<file path="src/rtl/icache_pkg.sv">
// icache_pkg: shared constants, FSM encoding and sizing helper for the fetch-side instruction cache.
package icache_pkg;
    localparam logic [31:0] NOP_INSTR = 32'h0000_0000;
    typedef enum logic {IC_IDLE, IC_REFILL} ic_state_t;
    function automatic int clog2(input int n);
        int r;
        r = 0;
        for (int v = 1; v < n; v = v << 1) r++;
        return r;
    endfunction
endpackage

</file>
<file path="src/rtl/icache_line_store.sv">
// icache_line_store: valid/tag/data arrays with one combinational read port, one write port and clear-all.
module icache_line_store
    import icache_pkg::*;
#(
    parameter int LINES = 16,
    parameter int IDX_W = clog2(LINES),
    parameter int TAG_W = 30 - IDX_W
) (
    input  logic             i_clk,
    input  logic             i_rst,
    input  logic [IDX_W-1:0] i_rd_idx,
    output logic             o_rd_valid,
    output logic [TAG_W-1:0] o_rd_tag,
    output logic [31:0]      o_rd_data,
    input  logic             i_we,
    input  logic [IDX_W-1:0] i_wr_idx,
    input  logic [TAG_W-1:0] i_wr_tag,
    input  logic [31:0]      i_wr_data,
    input  logic             i_clr
);
    logic [LINES-1:0] r_valid;
    logic [TAG_W-1:0] r_tag [LINES];
    logic [31:0]      r_data [LINES];

    assign o_rd_valid = r_valid[i_rd_idx];
    assign o_rd_tag   = r_tag[i_rd_idx];
    assign o_rd_data  = r_data[i_rd_idx];

    // clear beats a simultaneous fill: the data lands but the line stays invalid
    always_ff @(posedge i_clk or posedge i_rst) begin
        if (i_rst) r_valid <= '0;
        else if (i_clr) r_valid <= '0;
        else if (i_we) r_valid[i_wr_idx] <= 1'b1;
    end

    always_ff @(posedge i_clk) begin
        if (i_we) begin
            r_tag[i_wr_idx]  <= i_wr_tag;
            r_data[i_wr_idx] <= i_wr_data;
        end
    end
endmodule

</file>
<file path="src/rtl/icache_fetch.sv">
// icache_fetch: direct-mapped one-word-line instruction cache with zero-latency hits and req/ack refill.
module icache_fetch
    import icache_pkg::*;
#(
    parameter int LINES = 16,
    parameter int CNT_W = 32
) (
    input  logic             i_clk,
    input  logic             i_rst,
    input  logic [31:0]      i_pc,
    input  logic             i_inv,
    output logic [31:0]      o_instr,
    output logic             o_stall,
    output logic             o_mem_req,
    output logic [31:0]      o_mem_addr,
    input  logic             i_mem_ack,
    input  logic [31:0]      i_mem_rdata,
    output logic [CNT_W-1:0] o_hit_cnt,
    output logic [CNT_W-1:0] o_miss_cnt
);
    localparam int IDX_W = clog2(LINES);
    localparam int TAG_W = 30 - IDX_W;

    ic_state_t        r_state, w_next;
    logic [31:0]      r_maddr;
    logic [CNT_W-1:0] r_hit_cnt, r_miss_cnt;
    logic             w_valid, w_hit, w_start, w_fill;
    logic [TAG_W-1:0] w_tag;
    logic [31:0]      w_data;

    icache_line_store #(.LINES(LINES), .IDX_W(IDX_W), .TAG_W(TAG_W)) u_store (
        .i_clk     (i_clk),
        .i_rst     (i_rst),
        .i_rd_idx  (i_pc[IDX_W+1:2]),
        .o_rd_valid(w_valid),
        .o_rd_tag  (w_tag),
        .o_rd_data (w_data),
        .i_we      (w_fill),
        .i_wr_idx  (r_maddr[IDX_W+1:2]),
        .i_wr_tag  (r_maddr[31:IDX_W+2]),
        .i_wr_data (i_mem_rdata),
        .i_clr     (i_inv)
    );

    assign w_hit      = w_valid && (w_tag == i_pc[31:IDX_W+2]) && (r_state == IC_IDLE);
    assign o_instr    = w_hit ? w_data : NOP_INSTR;
    assign o_stall    = !w_hit;
    assign o_mem_req  = (r_state == IC_REFILL);
    assign o_mem_addr = r_maddr;
    assign o_hit_cnt  = r_hit_cnt;
    assign o_miss_cnt = r_miss_cnt;

    always_comb begin
        w_start = (r_state == IC_IDLE) && !w_hit && !i_inv;
        w_fill  = (r_state == IC_REFILL) && i_mem_ack;
        w_next  = w_start ? IC_REFILL : w_fill ? IC_IDLE : r_state;
    end

    always_ff @(posedge i_clk or posedge i_rst) begin
        if (i_rst) r_state <= IC_IDLE;
        else r_state <= w_next;
    end

    always_ff @(posedge i_clk or posedge i_rst) begin
        if (i_rst) begin
            r_maddr    <= '0;
            r_hit_cnt  <= '0;
            r_miss_cnt <= '0;
        end else begin
            if (w_start) r_maddr <= i_pc & ~32'h3;
            if (w_hit && !(&r_hit_cnt)) r_hit_cnt <= r_hit_cnt + CNT_W'(1);
            if (w_start && !(&r_miss_cnt)) r_miss_cnt <= r_miss_cnt + CNT_W'(1);
        end
    end
endmodule

</file>
<file path="config.mk">
export PLATFORM = sky130hd
export DESIGN_NAME = icache_fetch
export DESIGN_NICKNAME = d
export VERILOG_FILES = /design/src/rtl/icache_pkg.sv /design/src/rtl/icache_line_store.sv /design/src/rtl/icache_fetch.sv
export SDC_FILE = /design/constraint.sdc
export NUM_CORES = 1
export LEC_CHECK = 0
export BUFFER_PORTS_ARGS = -buffer_cell sky130_fd_sc_hd__buf_4
export CAP_MARGIN = 20
export CELL_PAD_IN_SITES_DETAIL_PLACEMENT = 0
export CELL_PAD_IN_SITES_GLOBAL_PLACEMENT = 2
export CORE_ASPECT_RATIO = 2
export CORE_MARGIN = 2
export CORE_UTILIZATION = 48
export CTS_BUF_LIST = sky130_fd_sc_hd__clkbuf_4 sky130_fd_sc_hd__clkbuf_8 sky130_fd_sc_hd__clkbuf_16
export CTS_CLUSTER_SIZE = 20
export DETAILED_ROUTE_END_ITERATION = 8
export MAX_ROUTING_LAYER = met4
export PLACE_DENSITY = 0.77
export RECOVER_POWER = 25
export REMOVE_ABC_BUFFERS = 1
export SYNTH_ARGS = -nofsm -noshare
export SYNTH_HDL_FRONTEND = slang
export SYNTH_SLANG_ARGS = --single-unit
</file>
<file path="constraint.sdc">
create_clock -name i_clk -period 6.3 [get_ports i_clk]
set_input_delay 0.315 -clock i_clk [delete_from_list [all_inputs] [get_ports i_clk]]
set_output_delay 0.315 -clock i_clk [all_outputs]
set_load 0.02 [all_outputs]
</file>
==> key figures, run 1 <==
Status
  – Outcome: finished, violations left
  – Violated checks: capacitance limit, slew limit

Clock tree
  – Maximum number of buffers from clock root to sink: 3
  – Clock input transition at the sequential cells of the worst setup and hold paths: 0.07 ns
  – TritonCTS Buffers: 88
  – Number of buffers inserted by post-CTS setup repair: 0
  – Clock Sinks: 1,039
  – Post-cts resize count: 0
  – CTS tree: built
  – Library cell used as clock root buffer: clkbuf_16
  – Clock insertion delay at the later pin of the skew report: 0.69 ns
  – # H-tree levels: 3

Placement
  – Number of port buffers: 193
  – Detail Placement HPWL: 52,100 µm
  – Pre-CTS setup slack: 1.76 ns
  – Placement Cell Area: 43,800 µm²
  – Post-Place Cells: 3,193
  – Routability cong.: 0.781

Floorplanning
  – Overall die width: 210 µm
  – Vertical die dimension: 417 µm
  – Boundary Pins: 198
  – Floorplan die area: 87,600 µm²
  – Initial core utilization: 48.4%
  – Placeable core region: 84,500 µm²
  – Row Count: 151

Synth
  – Post-synth design cell area: 40,900 µm²
  – Number of synthesized register bits: 1,039
  – Number of distinct standard cells referenced by the synthesized netlist: 60
  – Most frequent cells after synthesis: edfxtp_1, mux4_2, dfrtp_1
  – Dominant synthesized flop cell: edfxtp_1
  – Share of the synthesized area in the top cell type: 68.2%
  – Register area share after synthesis: 75.0%
  – Main area contributors after synthesis: edfxtp_1, mux4_2, dfrtp_1
  – Average size of a mapped cell: 20.8 µm²
  – Number of enable-type register cells in the synthesized netlist: 928
  – Library cell occupying the most area in the post-synthesis netlist: edfxtp_1
  – Mapped Cells: 1,967
  – Total of warnings raised by yosys: 0
  – Most instantiated library cell after synthesis: edfxtp_1
  – Ys async rst share: 10.7%

STA
  – Final critical delay including setup and external delays: 4.42 ns
  – Setup violation total in the final timing report: 0
  – Rel. slew slack: -65.7%
  – Final worst path period share: 70.2%
  – Achievable clock frequency: 226 MHz
  – Final-layout setup total negative slack: 0 ns
  – Final max-slew violation count: 50
  – Clk_skew: 0.0295 ns
  – RSZ-0062 raised after global routing: false
  – Final hold violation count: 0
  – Slew at the pin with the worst max-slew slack: 2.47 ns
  – Worst-case setup margin in the final layout: 1.88 ns

Drt
  – Routed wire length per instance: 28.2 µm
  – Final routed wirelength across all metal layers: 96,400 µm
  – Drc violations: 0
  – Antenna Nets Post-Route: 0
  – Routed via count: 20,461
  – Detailed Route Iter0 Violations: 1,999
  – Vias per Instance: 5.98
  – First-pass iteration count of the detailed router: 5

Pwr
  – Clk network pwr share: 38.1%
  – Net switching share of the total power: 22.6%
  – Power dissipated by switching net loads: 3360 µW
  – Part of the total power dissipated in sequential elements: 54.6%
  – Leakage power summed over all cells: 0.0159 µW
  – Combinational power share: 7.3%
  – Worst IR drop on VDD: 0.261 mV
  – Pwr/cell area: 315 nW/µm²
  – Internal Pwr Total: 11,500 µW

Critical path
  – Critical-path maximum fanout: 53
  – Sort of element at the end of the critical path: primary output
  – Critical Setup Path Class: in2out
  – Data required, critical path: 5.98 ns
  – Startpoint Class: input port
  – Data arrival time of the critical path: 4.11 ns

GRT
  – Wire length of the first global-routing pass: 143,000 µm
  – Global route total overflow: 0
  – GRT Overall Usage: 23.3%
  – Number of antenna violations at the first check in global routing: 7
  – Largest net degree at the start of global routing: 72
  – Number of global-route vias before repair: 21,622

Layout
  – Layout cells sized above 1: 29.2%
  – Final Non-Filler Cells: 3,424
  – Post-layout net count: 2,343
  – Synthesis-to-layout area growth: 15.8%
  – Summed area of non-filler cells in the final layout: 47,300 µm²

Min path
  – Worst Hold Class: in2reg

Flow run
  – Max-capacitance violation count: 1
==> cell type report <==
type / instances / area (µm²)
inverters: 16 / 63.8
clock inverters: 63 / 694
repair buffers: 310 / 2410
clock buffers: 100 / 2290
well taps: 1071 / 1340
flip-flops and latches: 1039 / 30600
diodes: 7 / 17.5
fillers: 6379 / 37200
multi-input cells: 818 / 9830
==> worst paths after layout <==
check	end	cells past startpoint	slack, ns	start
setup / recovery	o_instr[29]	13	1.88	i_pc[3]
hold / removal	o_mem_addr[3]	2	0.39	i_pc[3]
setup reg to reg	o_hit_cnt[18]	11	2.78	u_store.r_tag[13][13]
hold reg to reg	o_hit_cnt[4]	1	0.49	o_hit_cnt[4]
max in group asynchronous	o_miss_cnt[2]	4	3.56	i_rst
min in group asynchronous	o_mem_addr[10]	3	0.87	i_rst
==> registers in the layout, indices dropped and copies added (netlist names) <==
name	count
o_hit_cnt	32
o_mem_req	1
u_store.r_data	512
o_mem_addr	30
u_store.r_valid	16
o_miss_cnt	32
u_store.r_tag	416
==> metrics by stage <==
step | total power (µW) | util [%] | hold slack, ns
floorplan | 8750 | - | 0.381
finish | 14900 | 56.0 | 0.386
CTS | 15000 | 56.1 | 0.305
global placement | 9310 | 51.9 | 0.473
global route | 15300 | 56.0 | 0.374
detailed placement | 9360 | 51.9 | 0.481
==> per-layer routing <==
metal	vias to the layer above	GRT usage, %	share of wire, %
met5	-	-	0
met4	0	5.81	1.8
met3	106	3.45	5.4
met2	630	40.5	53
met1	11039	28.8	39
li1	8686	-	-
==> worst max-delay path, cell delays in order <==
cell and delay [ns]:
buf_6 0.52, buf_4 0.40, mux4_2 0.54, o22ai_1 0.19, o22ai_1 0.11, xnor2_1 0.18, nand4_1 0.24, nor3_1 0.42
buf_4 0.22, nand4_4 0.10, buf_4 0.30, nor2b_1 0.25, buf_4 0.18
==> power groups by stage <==
stage,combinational [µW],sequential (µW),clock [µW]
after global placement,1060,8250,0
after CTS,1110,8130,5800
after detailed placement,1080,8280,0
after global routing,1160,8170,6030
after floorplan,477,8270,0
final,1080,8130,5670
==> timing repair <==
action | 4_1_cts | 5_1_grt
hold buffers | 61 | 0
endpoints found under the hold margin | 600 | 0
setup endpoints to repair | 0 | 0
==> placed cells by master, fill, tap and decap left out, types with 32 or more instances in the layout <==
cell type,netlist,final
nor2_1,58,46
nor2b_1,36,36
clkbuf_16,0,88
mux2_2,39,39
nand2_1,38,38
clkbuf_1,42,32
buf_4,3,210
nand3_1,48,48
dlygate4sd3_1,0,61
dfrtp_1,111,111
mux4_2,248,248
xnor2_1,60,60
mux2i_1,79,79
edfxtp_1,928,928
==> kinds of logic (layout without fill, tap and decap cells) <==
logic type,after synthesis,after routing,share of synthesized area (%)
adder cells (fa/ha/maj),2,2,0.0612
multiplexers,366,366,16.7
XOR/XNOR,91,91,1.95
flip-flops,1039,1039,75.0
AND/OR/NAND/NOR,297,297,3.97
AO/OA/AOI/OAI,60,60,1.09
other,1,9,0.00918
buffers and inverters,111,489,1.23
Power figures use the tool's default switching activity.
==> run 2: changes to the inputs <==
==> constraint.sdc (replaced) <==
create_clock -name i_clk -period 4.5 [get_ports i_clk]
set_input_delay 0.225 -clock i_clk [delete_from_list [all_inputs] [get_ports i_clk]]
set_output_delay 0.225 -clock i_clk [all_outputs]
set_load 0.02 [all_outputs]
==> run 2 against run 1 <==
Against the previous run:
- the flow still finishes with violations (capacitance limit, slew limit)
- register-to-register slack worse by 1.8 ns
- routed wire length is 1.2% higher
- global-route usage is 0.18 points higher
- die area stayed put
- total power is 41% higher
- first-iteration DRC count is 9.4% higher
- sequential power is 40% higher
- highest routed layer unchanged
- largest cell class unchanged
- clock power is 43% higher
- critical path type is now reg2out
- hold slack worse by 0.058 ns
==> key figures, run 2 (synthesis gave the netlist of run 1 again) <==
Status
  – Outcome: finished, violations left
  – Violated checks: capacitance limit, slew limit

GRT
  – Top Usage Layer GRT: met2
  – GRT met1 Usage: 29.5% (+0.65 points)
  – Number of global-route vias before repair: 21,551 (-0.33%)
  – Global route total overflow: 0 (unchanged)
  – Number of antenna violations at the first check in global routing: 5 (-2)
  – Met2 demand-to-capacity share in global routing: 40.5% (+0.079 points)
  – Fraction of met3 tracks used by global routing: 3.68% (+0.23 points)
  – Largest net degree at the start of global routing: 112 (+56%)
  – GRT Overall Usage: 23.5% (+0.18 points)
  – Wire length of the first global-routing pass: 144,000 µm (+0.87%)

Placement
  – Number of port buffers: 193 (unchanged)
  – Detail Placement HPWL: 53,000 µm (+1.9%)
  – Placement Cell Area: 44,200 µm² (+0.82%)
  – Routability cong.: 0.785 (+0.44%)
  – Pre-CTS setup slack: 0.460 ns (-1.30 ns)
  – Post-Place Cells: 3,211 (+0.56%)

STA
  – Final hold violation count: 0 (unchanged)
  – Clk_skew: 0.0277 ns (-0.00187 ns)
  – Final-layout setup total negative slack: 0 ns (unchanged)
  – Final critical delay including setup and external delays: 4.17 ns
  – Final max-slew violation count: 112 (+120%)
  – Worst-case setup margin in the final layout: 0.326 ns (-1.55 ns)
  – Slew at the pin with the worst max-slew slack: 3.18 ns (+0.706 ns)
  – Achievable clock frequency: 240 MHz
  – Rel. slew slack: -112% (-46 points)
  – Setup violation total in the final timing report: 0 (unchanged)
  – RSZ-0062 raised after global routing: false
  – Final worst path period share: 92.8%

Clock tree
  – Number of buffers inserted by post-CTS setup repair: 0 (unchanged)
  – Clock Sinks: 1,039 (unchanged)
  – Clock insertion delay at the later pin of the skew report: 0.68 ns (about the same)
  – CTS tree: built
  – TritonCTS Buffers: 88 (unchanged)
  – Library cell used as clock root buffer: clkbuf_16
  – Maximum number of buffers from clock root to sink: 3 (unchanged)
  – # H-tree levels: 3 (unchanged)
  – Clock input transition at the sequential cells of the worst setup and hold paths: 0.07 ns (about the same)

Drt
  – Drc violations: 0 (unchanged)
  – Final routed wirelength across all metal layers: 97,500 µm (+1.2%)
  – Vias per Instance: 5.98 (about the same)
  – Antenna Nets Post-Route: 0 (unchanged)
  – Routed wire length per instance: 28.3 µm (+0.65%)
  – First-pass iteration count of the detailed router: 5 (unchanged)
  – Detailed Route Iter0 Violations: 2,187 (+9.4%)
  – Routed via count: 20,569 (+0.53%)

Critical path
  – Startpoint Class: flop
  – Critical Setup Path Class: reg2out
  – Data required, critical path: 4.28 ns (-1.70 ns)
  – Critical-path maximum fanout: 31 (-42%)
  – Worst setup slack for register-to-register paths: 1.02 ns (-1.76 ns)
  – Sort of element at the end of the critical path: primary output
  – Critical R2R Launch: u_store.r_tag[15][20]
  – Data arrival time of the critical path: 3.95 ns (-0.16 ns)
  – Setup crit start: u_store.r_tag[15][20]
  – R2R depth: 10 (-1)
  – CP Capture Point: o_instr[2]
  – Terminus of the critical flop-to-flop path: o_hit_cnt[8]

Layout
  – Layout cells sized above 1: 29.8% (+0.61 points)
  – Most common library cell in the layout ignoring fill and taps: edfxtp_1
  – Synthesis-to-layout area growth: 16.9%
  – Post-layout net count: 2,361 (+0.77%)
  – Flip-flop count of the largest register, all copies and words added: 512 (unchanged)
  – Largest registers in the final layout: u_store.r_data x512, u_store.r_tag x416
  – Summed area of non-filler cells in the final layout: 47,800 µm² (+0.96%)
  – Area occupied by registers: 30,600 µm² (unchanged)
  – Filler cell count: 6,323 (-0.88%)
  – Final Non-Filler Cells: 3,441 (+0.50%)
  – Multi-input logic area: 9830 µm² (unchanged)
  – Commonest cells after routing, fill and taps aside: edfxtp_1, mux4_2, buf_4
  – Biggest register: u_store.r_data

Pwr
  – Worst IR drop on VDD: 0.304 mV (+16%)
  – Pwr/cell area: 441 nW/µm² (+40%)
  – Leakage power summed over all cells: 0.0161 µW (+1.2%)

Floorplanning
  – Floorplan die area: 87,600 µm² (unchanged)
  – Vertical die dimension: 417 µm (unchanged)
  – Initial core utilization: 48.4% (unchanged)
  – Row Count: 151 (unchanged)
  – Boundary Pins: 198 (unchanged)
  – Placeable core region: 84,500 µm² (unchanged)
  – Overall die width: 210 µm (unchanged)

Min path
  – Worst Hold Class: in2reg

Flow run
  – Max-capacitance violation count: 1 (unchanged)
## run 2: cell type report
type	count	area share, %
Sequential cell	1039	64.2
Multi-Input combinational cell	818	20.6
Timing Repair Buffer	328	5.77
Clock buffer	108	4.93
Tap cell	1071	2.81
Clock inverter	56	1.57
Inverter	16	0.134
Antenna cell	5	0.0262
## run 2: through the flow
step | total power (µW) | hold WS [ns] | utilization [%]
global placement | 13100 | 0.421 | 52.3
finish | 21000 | 0.328 | 56.5
floorplan | 12200 | 0.291 | -
global route | 21700 | 0.315 | 56.5
detailed placement | 13100 | 0.426 | 52.3
CTS | 21300 | 0.252 | 56.7
## run 2: power breakdown
part           internal, µW  switching, µW  total, µW
Sequential            11000            357      11400
Clock                  4600           3500       8100
Combinational           668            883       1550
## run 2: routing by layer
metal  wire length (µm)  vias up  part of all wire, %
met1              39100    11167                   40
met4               1560        0                  1.6
met2              51900      589                   53
met3               4910      111                  5.0
li1                   -     8702                    -
met5                  0        -                    0
## run 2: worst min-delay path by stage
stage	start	end	slack [ns]	cells after the start
2_1_floorplan	i_inv	u_store.r_valid[0]	0.29	1
3_3_place_gp	i_rst	o_mem_addr[21]	0.42	3
3_5_place_dp	i_rst	o_mem_addr[10]	0.43	3
4_1_cts	i_rst	o_mem_addr[10]	0.25	4
5_1_grt	i_mem_ack	o_mem_req	0.32	3
6_report	i_mem_ack	o_mem_req	0.33	3
## run 2: critical path: stages (launching register included)
cell,delay (ns)
edfxtp_1,0.36
mux4_2,0.46
mux2_2,0.27
nand2_1,0.08
a21oi_1,0.07
or4_4,0.58
nor4_4,0.51
nand4_4,0.18
buf_12,0.22
nor2b_1,0.29
buf_4,0.21
## run 2: timing repair
| item | 4_1_cts | 5_1_grt |
|---|---|---|
| gates resized for setup | 0 | 0 |
| hold buffers | 61 | 0 |
| hold endpoints to repair | 666 | 0 |
==> run 3: changes to the inputs <==
==> constraint.sdc (replaced) <==
create_clock -name i_clk -period 4.3 [get_ports i_clk]
set_input_delay 0.215 -clock i_clk [delete_from_list [all_inputs] [get_ports i_clk]]
set_output_delay 0.215 -clock i_clk [all_outputs]
set_load 0.02 [all_outputs]
==> run 3 against run 2 <==
Against the previous run:
- hold slack worse by 0.035 ns
- sequential share of layout area fell by 0.18 points
- combinational power up 6%
- flip-flop and latch count is the same
- die area unchanged
- register-to-register slack lost 0.39 ns
- the flow now finishes without violations
- core utilization increased by 0.16 points
- clock power is 3.8% higher
- first-iteration DRC count fell by 9.9%
==> key figures, run 3 (synthesis gave the netlist of run 1 again) <==
Status
  – Outcome: completed

Placement
  – Post-Place Cells: 3,232 (+0.65%)
  – Routability cong.: 0.797 (+1.5%)
  – Number of port buffers: 193 (unchanged)
  – Detail Placement HPWL: 55,000 µm (+3.7%)

STA
  – Rel. slew slack: 35.0% (+150 points)
  – Final hold violation count: 0 (unchanged)
  – Achievable clock frequency: 246 MHz
  – Setup violation total in the final timing report: 0 (unchanged)
  – Clk_skew: 0.0214 ns (-0.00623 ns)
  – Worst-case hold slack: 0.294 ns (-0.0347 ns)
  – Final max-slew violation count: 0 (-100%)
  – Final-layout setup total negative slack: 0 ns (unchanged)
  – Slew at the pin with the worst max-slew slack: 0.976 ns (-2.20 ns)
  – Final worst path period share: 94.6%
  – RSZ-0062 raised after global routing: false
  – Final critical delay including setup and external delays: 4.07 ns

GRT
  – Number of antenna violations at the first check in global routing: 5 (unchanged)
  – Largest net degree at the start of global routing: 63 (-44%)
  – Number of global-route vias before repair: 21,834 (+1.3%)
  – GRT Overall Usage: 23.6% (+0.092 points)
  – Global route total overflow: 0 (unchanged)
  – Wire length of the first global-routing pass: 144,000 µm (about the same)

Pwr
  – Worst IR drop on VDD: 0.266 mV (-13%)
  – Leakage power summed over all cells: 0.0162 µW (+0.67%)
  – Pwr/cell area: 459 nW/µm² (+4.1%)
  – Overall power: 22,000 µW (+4.4%)

Layout
  – Synthesis-to-layout area growth: 17.2%
  – Most common library cell in the layout ignoring fill and taps: edfxtp_1
  – Filler cell count: 6,287 (-0.57%)
  – Commonest cells after routing, fill and taps aside: edfxtp_1, mux4_2, buf_4
  – Final cell utilization of the core: 56.7% (+0.16 points)
  – Largest registers in the final layout: u_store.r_data x512, u_store.r_tag x416
  – Final Non-Filler Cells: 3,462 (+0.61%)
  – Layout cells sized above 1: 30.3% (+0.56 points)
  – Biggest register: u_store.r_data
  – Flip-flop count of the largest register, all copies and words added: 512 (unchanged)
  – Post-layout net count: 2,383 (+0.93%)

Clock tree
  – Library cell used as clock root buffer: clkbuf_16
  – CTS tree: built
  – Clock Sinks: 1,039 (unchanged)
  – Clock insertion delay at the later pin of the skew report: 0.68 ns (about the same)
  – # H-tree levels: 3 (unchanged)
  – Number of buffers inserted by post-CTS setup repair: 0 (unchanged)
  – Clock input transition at the sequential cells of the worst setup and hold paths: 0.07 ns (about the same)
  – Maximum number of buffers from clock root to sink: 3 (unchanged)
  – TritonCTS Buffers: 89 (+1.1%)

Drt
  – Vias per Instance: 5.95 (-0.43%)
  – Drc violations: 0 (unchanged)
  – Routed via count: 20,605 (+0.18%)
  – First-pass iteration count of the detailed router: 5 (unchanged)
  – Routed wire length per instance: 28.2 µm (-0.49%)
  – Final routed wirelength across all metal layers: 97,700 µm (+0.12%)
  – Detailed Route Iter0 Violations: 1,970 (-9.9%)
  – Antenna Nets Post-Route: 0 (unchanged)

Floorplanning
  – Boundary Pins: 198 (unchanged)
  – Initial core utilization: 48.4% (unchanged)
  – Overall die width: 210 µm (unchanged)
  – Placeable core region: 84,500 µm² (unchanged)
  – Vertical die dimension: 417 µm (unchanged)
  – Floorplan die area: 87,600 µm² (unchanged)
  – Row Count: 151 (unchanged)

Flow run
  – Max-capacitance violation count: 0 (-1)

Critical path
  – Critical Setup Path Class: reg2out
  – Startpoint Class: flop
  – Critical-path maximum fanout: 33 (+6.5%)
  – Data arrival time of the critical path: 3.85 ns (-0.10 ns)
  – Sort of element at the end of the critical path: primary output
  – Data required, critical path: 4.09 ns (-0.19 ns)

Min path
  – Worst Hold Class: in2async
-- run 3: power by group --
part	switching [µW]	total (µW)	internal (µW)	leakage [µW]
Combinational	925	1640	718	0.00490
Sequential	371	11900	11500	0.00980
Clock	3620	8410	4790	0.00152
-- run 3: path summary, 6_finish.rpt --
path                                        from  depth (start not counted)             end  slack, ns
min in group i_clk                       i_pc[2]                          3   o_mem_addr[2]       0.30
hold / removal                             i_rst                          3  o_mem_addr[10]       0.29
setup / recovery           u_store.r_tag[15][20]                         11      o_instr[4]       0.23
setup reg to reg             u_store.r_tag[7][3]                         10  o_mem_addr[31]       0.63
max in group asynchronous                  i_rst                          4   o_miss_cnt[3]       3.14
hold reg to reg                    o_miss_cnt[8]                          1   o_miss_cnt[8]       0.49
-- run 3: cell type report --
cell class / instances / area [µm²] / area share [%]
Inverter: 16 / 65.1 / 0.136
Timing Repair Buffer: 349 / 2930 / 6.12
Tap cell: 1071 / 1340 / 2.80
Antenna cell: 4 / 10.0 / 0.0209
Sequential cell: 1039 / 30600 / 64.0
Multi-Input combinational cell: 818 / 9830 / 20.5
Clock inverter: 57 / 664 / 1.39
Clock buffer: 108 / 2400 / 5.01
-- run 3: routing by layer --
| layer | part of all wire, % | global-route usage, % |
|---|---|---|
| met1 | 39 | 28.8 |
| met2 | 53 | 40.7 |
| met3 | 5.5 | 3.41 |
| met4 | 2.6 | 7.32 |
| met5 | 0 | - |
-- run 3: critical path, stage by stage, from the launching register on --
cell	delay (ns)
edfxtp_1	0.37
mux4_2	0.47
mux2_2	0.29
nand2_1	0.09
a21oi_1	0.06
or4_4	0.57
nor4_4	0.41
buf_4	0.20
nand4_4	0.11
buf_4	0.27
nor2b_1	0.16
buf_4	0.16
-- run 3: through the flow --
stage | worst slack, ns | area [µm²]
6_report | 0.233 | 47900
5_1_grt | 0.0490 | 47900
4_1_cts | 0.112 | 48000
3_5_place_dp | 0.175 | 44300
3_3_place_gp | 0.162 | 44300
2_1_floorplan | -1.24 | 40400
-- run 3: repair_timing --
item                                   CTS  global route
setup endpoints to repair                0             0
hold buffers                            61             0
gates resized for setup                  0             0
endpoints found under the hold margin  616             0
